## src/rtl/icarus_pkg.sv

```systemverilog
// icarus_pkg: shared fetch-state encoding and constants for the pipeline front end
package icarus_pkg;
  typedef enum logic [1:0] {FETCH = 2'd0, HOLD = 2'd1, DROP = 2'd2} fetch_state_t;
  localparam logic [31:0] NOP_INSTR_DEFAULT = 32'h0000_0000;
  localparam logic [31:0] PC_INC = 32'd4;
  function automatic logic [31:0] pc_inc(input logic [31:0] pc);
    return pc + PC_INC;
  endfunction
endpackage

```

## src/rtl/if_id_reg.sv

```systemverilog
// if_id_reg: instruction/PC/valid pipeline register with stall-hold and flush-to-bubble
module if_id_reg #(
  parameter logic [31:0] NOP_INSTR = icarus_pkg::NOP_INSTR_DEFAULT
) (
  input  logic        clk,
  input  logic        rst,
  input  logic        stall,
  input  logic        flush,
  input  logic [31:0] next_instr,
  input  logic [31:0] next_pc,
  input  logic        next_valid,
  output logic [31:0] instr,
  output logic [31:0] pc,
  output logic        valid
);
  always_ff @(posedge clk or posedge rst)
    if (rst) {instr, pc, valid} <= {NOP_INSTR, 32'd0, 1'b0};
    else if (flush) {instr, pc, valid} <= {NOP_INSTR, 32'd0, 1'b0};
    else if (!stall) {instr, pc, valid} <= {next_instr, next_pc, next_valid};
endmodule

```

## src/rtl/if_stage.sv

```systemverilog
// if_stage: PC, fetch FSM and IF/ID register in front of a variable-latency instruction memory
module if_stage import icarus_pkg::*; #(
  parameter logic [31:0] RESET_PC  = 32'h0000_0000,
  parameter logic [31:0] NOP_INSTR = NOP_INSTR_DEFAULT
) (
  input  logic        Clk,
  input  logic        Rst,
  input  logic        Stall,
  input  logic        Flush,
  input  logic        Redirect,
  input  logic [31:0] RedirectPC,
  output logic        IMemReq,
  output logic [31:0] IMemAddr,
  input  logic        IMemRdy,
  input  logic [31:0] IMemData,
  output logic [31:0] IM,
  output logic [31:0] PCI_Out,
  output logic        IF_Valid
);
  fetch_state_t state, state_nxt;
  logic [31:0] pc, pc_nxt, req_pc, buf_instr, buf_pc, pc_plus, redirect_pc;
  logic ld_valid;
  assign pc_plus = pc_inc(pc);
  assign redirect_pc = RedirectPC & ~32'd3;
  always_comb begin
    state_nxt = state;
    pc_nxt = pc;
    case (state)
      FETCH:
        if (Redirect) begin
          pc_nxt = redirect_pc;
          state_nxt = IMemRdy ? FETCH : DROP;
        end else if (IMemRdy) begin
          pc_nxt = pc_plus;
          state_nxt = Stall ? HOLD : FETCH;
        end
      HOLD:
        if (Redirect) begin
          pc_nxt = redirect_pc;
          state_nxt = FETCH;
        end else if (Flush || !Stall) state_nxt = FETCH;
      DROP: begin
        pc_nxt = Redirect ? redirect_pc : pc;
        state_nxt = IMemRdy ? FETCH : DROP;
      end
      default: state_nxt = FETCH;
    endcase
  end
  // req_pc remembers the address whose response is still in flight after a redirect
  always_ff @(posedge Clk or posedge Rst)
    if (Rst) begin
      state <= FETCH;
      pc <= RESET_PC;
      req_pc <= RESET_PC;
      buf_instr <= NOP_INSTR;
      buf_pc <= 32'd0;
    end else begin
      state <= state_nxt;
      pc <= pc_nxt;
      if (state == FETCH && Redirect && !IMemRdy) req_pc <= pc;
      if (state == FETCH && IMemRdy && !Redirect && Stall) {buf_instr, buf_pc} <= {IMemData, pc_plus};
    end
  assign IMemReq = !Rst && state != HOLD;
  assign IMemAddr = state == DROP ? req_pc : pc;
  assign ld_valid = state == HOLD || (state == FETCH && IMemRdy);
  if_id_reg #(.NOP_INSTR(NOP_INSTR)) u_if_id (
    .clk(Clk),
    .rst(Rst),
    .stall(Stall),
    .flush(Redirect || Flush),
    .next_instr(state == HOLD ? buf_instr : ld_valid ? IMemData : NOP_INSTR),
    .next_pc(state == HOLD ? buf_pc : ld_valid ? pc_plus : 32'd0),
    .next_valid(ld_valid),
    .instr(IM),
    .pc(PCI_Out),
    .valid(IF_Valid)
  );
endmodule

```

## config.mk

```make
export PLATFORM = sky130hd
export DESIGN_NAME = if_stage
export DESIGN_NICKNAME = d
export VERILOG_FILES = /design/src/rtl/icarus_pkg.sv /design/src/rtl/if_id_reg.sv /design/src/rtl/if_stage.sv
export SDC_FILE = /design/constraint.sdc
export NUM_CORES = 1
export LEC_CHECK = 0
export BUFFER_PORTS_ARGS = -buffer_cell sky130_fd_sc_hd__buf_2
export CORE_ASPECT_RATIO = 2
export CORE_MARGIN = 5
export CORE_UTILIZATION = 30
export CTS_CLUSTER_SIZE = 24
export DETAILED_ROUTE_END_ITERATION = 12
export SLEW_MARGIN = 20
export SYNTH_ARGS = -nofsm -noshare
export SYNTH_HDL_FRONTEND = slang
export SYNTH_SLANG_ARGS = --single-unit
```

## constraint.sdc

```tcl
create_clock -name Clk -period 7.7 [get_ports Clk]
set_input_delay 1.54 -clock Clk [delete_from_list [all_inputs] [get_ports Clk]]
set_output_delay 1.54 -clock Clk [all_outputs]
set_load 0.02 [all_outputs]
```

==> results.toml, run 1 <==
[clocking]
cts_setup_buffers = 0
cts.sinks = 188
ctsRootBufferMaster = "clkbuf_16"
cts_buffer_depth = 2
cts-htree-levels = 4
cts_buffers = 17
cts_hold_buf = 0
cts_tree = "yes"
clk_latency_ns = 0.45
path_clk_slew_ns = 0.07
cts-resized-gates = 0

[sta]
timing.fmax_ghz = 0.275
layout_setup_ws_ns = 4.07
setup_tns_ns = 0
period_share_pct = 47.2
finalCriticalPeriod_ns = 3.63
timing.slew.headroom_pct = 31.3
setup_viol = 0
skew_ns = 0.0148
final-max-slew-violation-count = 0
timing.hold.ws_ns = 0.475
hold_viol = 0
tightest_slew_ns = 1.03
rsz0062_at_grt = "false"

[min_path]
hp-class = "flop to flop"
min_path_cells = 2

[floorplanning]
fp.dieW_um = 130
core_area_um2 = 28700
die_area_um2 = 32700
rows = 88
start_util_pct = 30.3
num_io_pins = 168
die_h_um = 251

[power_and_ir_drop]
swShare_pct = 34.0
leakagePower_nw = 4.65
p_sw_mw = 1.15
seqPwrFrac_pct = 44.0
internal-power_mw = 2.24
comb_power_share_pct = 27.8
power_density_nw_per_um2 = 324
power_mw = 3.39
peakVddDrop_mv = 0.170
power_frac_clock_pct = 28.2

[status]
status = "finished clean"

[critical_path]
critPathMaxStageDelay_ns = 0.43
cp_data_required_time_ns = 6.16
cp-end-kind = "output pin"
reg2reg_depth = 6
worstPathArrival_ns = 2.09
crit_cells = 5
cp_cell_sequence = "inv_1, ha_1, buf_4, mux2_2, buf_2"
path_delay_family = "buffers and inverters"
path_buf_inv = 3
critPathKind = "flop to output pin"
slowest_stage = "mux2_2"
path_max_fanout = 34
start_kind = "flop"

[job]
max_cap_violations = 0

[routing]
drtIter0Drc = 311
vias = 6596
drc = 0
first_pass_iters = 5
wl_per_cell_um = 17.8
ant_nets = 0
via_per_inst = 5.02
wirelength_mm = 23.4

[yosys]
synth_seq_cells = 188
syn_avg_cell_area_um2 = 10.7
syn_area_um2 = 8700
yosysWarnings = 0
ys_dominant_reg_cell = "dfrtp_1"
syn_inst = 817
synth_edf_count = 0
yosysUniqueCellTypes = 44
yosysSeqAreaShare_pct = 54.1
synth-async-reset-ratio_pct = 100

[placed_design]
dp_hpwl_mm = 16.4
io_buffers = 163
post-place-ws_ns = 3.73
place.gp.congestion = 0.805

[final_layout]
finalCoreUtilization_pct = 36.4
layout-drive-gt1-share_pct = 32.4
nNetsFinal = 1014
areaGrowthSynthToFinish_pct = 20.1

[global_routing]
grtUsageMet2_pct = 25.3
grt.busiest_layer = "met2"
grt_overflow = 0
grt_pass1_wl_mm = 36.6
grt_pass1_vias = 6507
grt_antenna_before_repair = 1
grt_max_degree = 125
track_usage_pct = 14.4
grt.met3_usage_pct = 2.64
grt_use_met1_pct = 16.8
-- final timing paths --
kind	to	slack, ns	from
worst max-delay path	IMemAddr[29]	4.07	state[0]
worst min-delay path	u_if_id.instr[5]	0.47	u_if_id.instr[5]
worst max register to register	u_if_id.pc[11]	4.63	state[1]
worst min register to register	u_if_id.instr[5]	0.47	u_if_id.instr[5]
max in group asynchronous	buf_instr[30]	5.00	Rst
min in group asynchronous	buf_instr[9]	1.27	Rst
-- per-stage QoR --
stage | cell area (µm²) | cells
floorplan | 8710 | 818
global placement | 9800 | 1280
detailed placement | 9800 | 1280
CTS | 10400 | 1312
global route | 10500 | 1314
finish | 10500 | 1314
-- area by class of cell --
type / count / area (µm²)
Fill cell: 2878 / 18300
Timing Repair Buffer: 175 / 913
Antenna cell: 1 / 2.50
Clock inverter: 13 / 191
Clock buffer: 19 / 443
Tap cell: 360 / 450
Inverter: 6 / 30.0
Multi-Input combinational cell: 552 / 3720
Sequential cell: 188 / 4700
-- Yosys cell counts, drive strengths merged (3+ instances only) --
cell type  instances  area share (%)
a21o               3            0.26
a21oi             30             1.7
a22oi             66             5.7
a2bb2oi           17             1.7
a31oi              3            0.22
and2               3            0.22
and3               7            0.50
buf               11            0.66
clkbuf            61             2.6
dfrtp            188              54
ha                 4            0.58
inv                6            0.26
mux2              90              12
nand2            106             4.6
nand3             16            0.98
nand4             10            0.96
nor2              21            0.91
nor3               3            0.17
nor4               3            0.63
o21ai            107             6.2
o22ai             19             1.4
xnor2              9            0.91
xor2              19             1.9
-- cells in the final DEF (no fill, tap or decap), types with 5 or more instances in the layout --
cell type and n:
nor2_1 19, xor2_1 19, buf_4 11, a2bb2oi_1 17, o21ai_0 103, a22oi_1 66
nand2_1 106, a21oi_1 30, clkbuf_16 17, buf_2 163, o22ai_1 18, inv_1 5
nand3_1 15, xnor2_1 9, dfrtp_1 188, mux2_2 90, and3_1 7, nand4_1 8
-- layer usage --
metal / part of all wire [%] / vias to the layer above
li1: - / 3173
met1: 39 / 3249
met2: 54 / 148
met3: 3.9 / 26
met4: 2.5 / 0
met5: 0 / -
-- sequential cells by signal (all words and copies together) (netlist names) --
register / flops
u_if_id.pc: 31
state: 2
u_if_id.instr: 32
req_pc: 30
buf_pc: 30
pc: 30
u_if_id.valid: 1
buf_instr: 32
-- cells by family after synthesis --
| group | synth area share [%] |
|---|---|
| buffers and inverters | 3.57 |
| multiplexers | 11.6 |
| other | 0.0431 |
| XOR/XNOR | 2.82 |
| AO/OA/AOI/OAI | 17.7 |
| flip-flops | 54.1 |
| adder cells (fa/ha/maj) | 0.575 |
| AND/OR/NAND/NOR | 9.60 |
-- worst reg2reg max path, stage by stage, from the launching register on --
cell and delay, ns:
dfrtp_1 0.40, inv_1 0.10, ha_1 0.35, nand2_1 0.15
nor2_4 0.79, nand2_1 0.79, o21ai_0 0.38
-- power groups by stage --
stage,Combinational [mW],Clock [mW],Sequential [mW]
floorplan,0.751,0,1.42
global placement,0.938,0,1.49
detailed placement,0.958,0,1.51
CTS,0.961,0.995,1.49
global route,1.04,1.03,1.53
finish,0.943,0.955,1.49
(Power assumes the default switching activity.)
==> run 2: changes to the inputs <==
==> constraint.sdc (replaced) <==
create_clock -name Clk -period 3.6 [get_ports Clk]
set_input_delay 0.72 -clock Clk [delete_from_list [all_inputs] [get_ports Clk]]
set_output_delay 0.72 -clock Clk [all_outputs]
set_load 0.02 [all_outputs]
==> results.toml, run 2 (synthesized netlist as in run 1, its figures left out) <==
[power_and_ir_drop]
leakagePower_nw = 4.67
power_density_nw_per_um2 = 682
peakVddDrop_mv = 0.375

[global_routing]
track_usage_pct = 14.7
grt_max_degree = 99
grt_pass1_wl_mm = 37.3
grt_pass1_vias = 6714
grt_overflow = 0
grt_antenna_before_repair = 1

[sta]
tightest_slew_ns = 0.853
skew_ns = 0.00771
hold_viol = 0
timing.slew.headroom_pct = 43.0
setup_viol = 0
setup_tns_ns = 0
finalCriticalPeriod_ns = 2.80
layout_setup_ws_ns = 0.801
final-max-slew-violation-count = 0
timing.fmax_ghz = 0.357
rsz0062_at_grt = "false"
period_share_pct = 77.7

[clocking]
cts_buffer_depth = 2
path_clk_slew_ns = 0.07
cts-htree-levels = 4
cts_tree = "yes"
cts-resized-gates = 0
cts_setup_buffers = 0
cts.sinks = 188
cts_hold_buf = 0
clk_latency_ns = 0.44
cts_buffers = 17
ctsRootBufferMaster = "clkbuf_16"

[critical_path]
cp_cell_sequence = "inv_1, ha_1, buf_4, mux2_2, buf_2"
slowest_stage = "mux2_2"
start_kind = "flop"
critPathMaxStageDelay_ns = 0.41
worstPathArrival_ns = 2.08
path_delay_family = "buffers and inverters"
cp_data_required_time_ns = 2.88
critPathKind = "flop to output pin"
path_max_fanout = 34
path_buf_inv = 3
cp-end-kind = "output pin"

[placed_design]
place.gp.congestion = 0.813
io_buffers = 163
dp_hpwl_mm = 17.1
post-place-ws_ns = 1.19

[routing]
first_pass_iters = 4
drtIter0Drc = 362
via_per_inst = 5.06
wl_per_cell_um = 17.9
wirelength_mm = 23.6
vias = 6663
drc = 0
ant_nets = 0

[floorplanning]
die_h_um = 251
start_util_pct = 30.3
rows = 88
core_area_um2 = 28700
num_io_pins = 168
die_area_um2 = 32700
fp.dieW_um = 130

[final_layout]
finalCoreUtilization_pct = 36.4
mostFrequentLayoutCells = "dfrtp_1, buf_2, nand2_1, o21ai_0, mux2_2"
final_common_cell = "dfrtp_1"
nNetsFinal = 1019
layout-drive-gt1-share_pct = 32.6
areaGrowthSynthToFinish_pct = 20.3

[min_path]
hp-class = "input pin to asynchronous set/reset pin"

[status]
status = "finished clean"

[job]
max_cap_violations = 0
-- run 2: final timing paths --
| kind | cells past startpoint | slack [ns] | to | from |
|---|---|---|---|---|
| worst max-delay path | 5 | 0.80 | IMemAddr[7] | state[0] |
| worst min-delay path | 2 | 0.31 | pc[20] | Rst |
| worst max register to register | 7 | 1.22 | pc[21] | state[0] |
| worst min register to register | 2 | 0.47 | u_if_id.instr[13] | u_if_id.instr[13] |
| max in group asynchronous | 3 | 2.40 | u_if_id.instr[27] | Rst |
| min in group Clk | 2 | 0.47 | u_if_id.instr[13] | u_if_id.instr[13] |
-- run 2: where the power goes --
part	total (mW)	switching, mW	internal [mW]
logic	2.03	1.11	0.915
clock network	1.92	0.836	1.08
registers	3.20	0.496	2.70
total	7.14	2.45	4.69
-- run 2: area by class of cell --
type | count | area [µm²]
fill | 2895 | 18300
clock buffer | 22 | 474
clock inverter | 9 | 111
sequential | 188 | 4700
antenna | 1 | 2.50
inverter | 6 | 26.3
timing repair buffer | 180 | 981
tap | 360 | 450
multi-input combinational | 552 | 3720
-- run 2: routing by layer --
metal	wire length [µm]	GRT usage (%)	up-vias
met5	0	0	-
met2	12600	26.0	152
li1	-	-	3183
met3	1010	2.96	31
met4	608	6.41	0
met1	9390	16.9	3297
-- run 2: metrics by stage --
step / cells / instance area, µm² / total power [mW] / hold WS (ns)
after floorplan: 818 / 8710 / 4.65 / 0.450
after global placement: 1286 / 9880 / 5.22 / 0.458
after detailed placement: 1286 / 9880 / 5.29 / 0.466
after CTS: 1317 / 10500 / 7.24 / 0.282
after global routing: 1318 / 10500 / 7.58 / 0.315
final: 1318 / 10500 / 7.14 / 0.311
==> run 3: changes to the inputs <==
--- a/config.mk
+++ b/config.mk
@@ -5,6 +5,7 @@
 export SDC_FILE = /design/constraint.sdc
 export NUM_CORES = 1
 export LEC_CHECK = 0
+export ABC_AREA = 1
 export BUFFER_PORTS_ARGS = -buffer_cell sky130_fd_sc_hd__buf_2
 export CORE_ASPECT_RATIO = 2
 export CORE_MARGIN = 5
==> constraint.sdc (replaced) <==
create_clock -name Clk -period 2.3 [get_ports Clk]
set_input_delay 0.46 -clock Clk [delete_from_list [all_inputs] [get_ports Clk]]
set_output_delay 0.46 -clock Clk [all_outputs]
set_load 0.02 [all_outputs]
==> results.toml, run 3 <==
[min_path]
hp-class = "input pin to asynchronous set/reset pin"

[yosys]
synth_commonest_cells = "nand2_1, dfrtp_1, o21ai_0, inv_1, nor2_1"
synthTopCellsByArea = "dfrtp_1, nand2_1, o21ai_0"
syn_inst = 1147
synth_edf_count = 0
yosysMostFrequentCell = "nand2_1"
synth_seq_cells = 188
synth_top_area_cell = "dfrtp_1"
synth-async-reset-ratio_pct = 100
syn_area_um2 = 9090
synthDominantCellAreaShare_pct = 51.7
ys_dominant_reg_cell = "dfrtp_1"
yosysSeqAreaShare_pct = 51.7
syn_avg_cell_area_um2 = 7.93
yosysUniqueCellTypes = 28
yosysWarnings = 0

[placed_design]
io_buffers = 163
place.gp.congestion = 0.905
dp_hpwl_mm = 20.5
placed_area_um2 = 10400
post-place-ws_ns = 0.325

[sta]
timing.hold.ws_ns = 0.0165
final-max-slew-violation-count = 0
layout_setup_ws_ns = 0.0761
finalCriticalPeriod_ns = 2.22
tightest_slew_ns = 0.596
timing.fmax_ghz = 0.450
period_share_pct = 96.7
setup_viol = 0
rsz0062_at_grt = "true"
timing.slew.headroom_pct = 60.2
hold_viol = 0
skew_ns = 0.0104

[critical_path]
startpoint = "state[0]"
cp-end-kind = "output pin"
start_kind = "flop"
endpoint = "IMemAddr[30]"
rrSetupSlack_ns = 0.36
r2r-end = "u_if_id.instr[21]"
critPathKind = "flop to output pin"
r2r_start = "state[1]"
cp_data_required_time_ns = 1.84
worstPathArrival_ns = 1.76
reg2reg_depth = 8
path_max_fanout = 10

[final_layout]
fillers = 3086
mostFrequentLayoutCells = "nand2_1, dfrtp_1, buf_2, o21ai_0, inv_1"
areaGrowthSynthToFinish_pct = 22.2
layout-drive-gt1-share_pct = 20.3
regArea_um2 = 4700
multi_input_area_um2 = 3830
final_common_cell = "nand2_1"
fin_area_um2 = 11100
nNetsFinal = 1374

[routing]
drc = 0
wirelength_mm = 28.0
wl_per_cell_um = 16.7
vias = 8090
drtIter0Drc = 462
ant_nets = 0
via_per_inst = 4.81
first_pass_iters = 7

[floorplanning]
die_area_um2 = 34100
start_util_pct = 30.2
core_area_um2 = 30100
fp.dieW_um = 133
num_io_pins = 168
rows = 90
die_h_um = 256

[power_and_ir_drop]
peakVddDrop_mv = 0.689
power_density_nw_per_um2 = 1270
p_sw_mw = 6.01
internal-power_mw = 8.10
comb_power_share_pct = 39.6
swShare_pct = 42.6
seqPwrFrac_pct = 37.6
power_frac_clock_pct = 22.8
leakagePower_nw = 5.72

[job]
max_cap_violations = 0

[clocking]
cts_hold_buf = 0
cts-htree-levels = 4
cts_buffers = 17
cts_tree = "yes"
cts.sinks = 188
clk_latency_ns = 0.45
ctsRootBufferMaster = "clkbuf_16"
cts_buffer_depth = 2
path_clk_slew_ns = 0.08

[global_routing]
grt_use_met1_pct = 19.1
grt_pass1_vias = 8112
grt_max_degree = 78
grt.met3_usage_pct = 2.31
grt_overflow = 0
grt_antenna_before_repair = 1
grtUsageMet2_pct = 30.8
grt.busiest_layer = "met2"
track_usage_pct = 16.9
grt_pass1_wl_mm = 45.1

[status]
status = "finished clean"
run 3: cell types whose count changed after synthesis, moves of 11 or more:
cell / change
o22ai_1: -11
clkbuf_1: -15
xor2_1: -11
inv_1: +78
a22o_1: +35
o21ai_0: +61
a2bb2oi_1: -17
nand2_1: +333
a22oi_1: -63
nor2_1: +32
mux2_2: -90
run 3: layer usage:
| metal | up-vias | wire, µm |
|---|---|---|
| met5 | - | 0 |
| met4 | 0 | 1190 |
| met3 | 55 | 883 |
| met2 | 208 | 15000 |
| met1 | 3866 | 11000 |
| li1 | 3961 | - |
run 3: how the worst min path moves through the flow:
| stage | cells past startpoint | slack (ns) | end |
|---|---|---|---|
| after floorplan | 2 | 0.44 | buf_pc[4] |
| after detailed placement | 2 | 0.46 | buf_pc[4] |
| after CTS | 2 | 0.006 | u_if_id.pc[28] |
| final | 2 | 0.02 | u_if_id.pc[28] |
| after global routing | 2 | 0.02 | u_if_id.pc[28] |
| after global placement | 2 | 0.45 | buf_pc[4] |
run 3: layout make-up:
class | count | share of cell area, %
diodes | 1 | 0.0225
clock buffers | 17 | 3.83
clock inverters | 15 | 1.80
inverters | 88 | 3.01
multi-input cells | 810 | 34.5
flip-flops and latches | 188 | 42.3
well taps | 368 | 4.14
repair buffers | 195 | 10.4
run 3: cells by family after synthesis:
logic type               share of synthesized area, %
XOR/XNOR                                         1.67
buffers and inverters                            6.58
AND/OR/NAND/NOR                                  23.7
other                                          0.0412
flip-flops                                       51.7
adder cells (fa/ha/maj)                         0.550
AO/OA/AOI/OAI                                    15.7
run 3: critical path: stages (launching register included):
cell,delay [ns]
dfrtp_1,0.39
inv_2,0.07
ha_4,0.22
buf_12,0.15
o21ai_0,0.24
buf_2,0.22
run 3: metrics by stage:
| stage | std cells | utilization (%) | setup TNS [ns] | total power, mW |
|---|---|---|---|---|
| final | 1682 | 37.0 | 0 | 14.1 |
| after global routing | 1682 | 37.0 | -0.0141 | 15.2 |
| after CTS | 1680 | 36.9 | 0 | 14.2 |
| after detailed placement | 1647 | 34.7 | 0 | 10.9 |
| after global placement | 1647 | 34.7 | 0 | 10.8 |
| after floorplan | 1148 | - | -109.13 | 8.85 |
run 3: power groups by stage:
stage | clock network [mW] | logic (mW) | registers [mW]
after floorplan | 0 | 3.67 | 5.18
after global placement | 0 | 5.50 | 5.30
after detailed placement | 0 | 5.58 | 5.34
after CTS | 3.32 | 5.63 | 5.28
after global routing | 3.44 | 6.28 | 5.45
final | 3.22 | 5.58 | 5.30
run 3: repair_timing:
| item | CTS | global route |
|---|---|---|
| resized for setup | 2 | 2 |
| pin swaps | 1 | 0 |
| endpoints found under the setup margin | 29 | 13 |
| setup buffers | 1 | 1 |
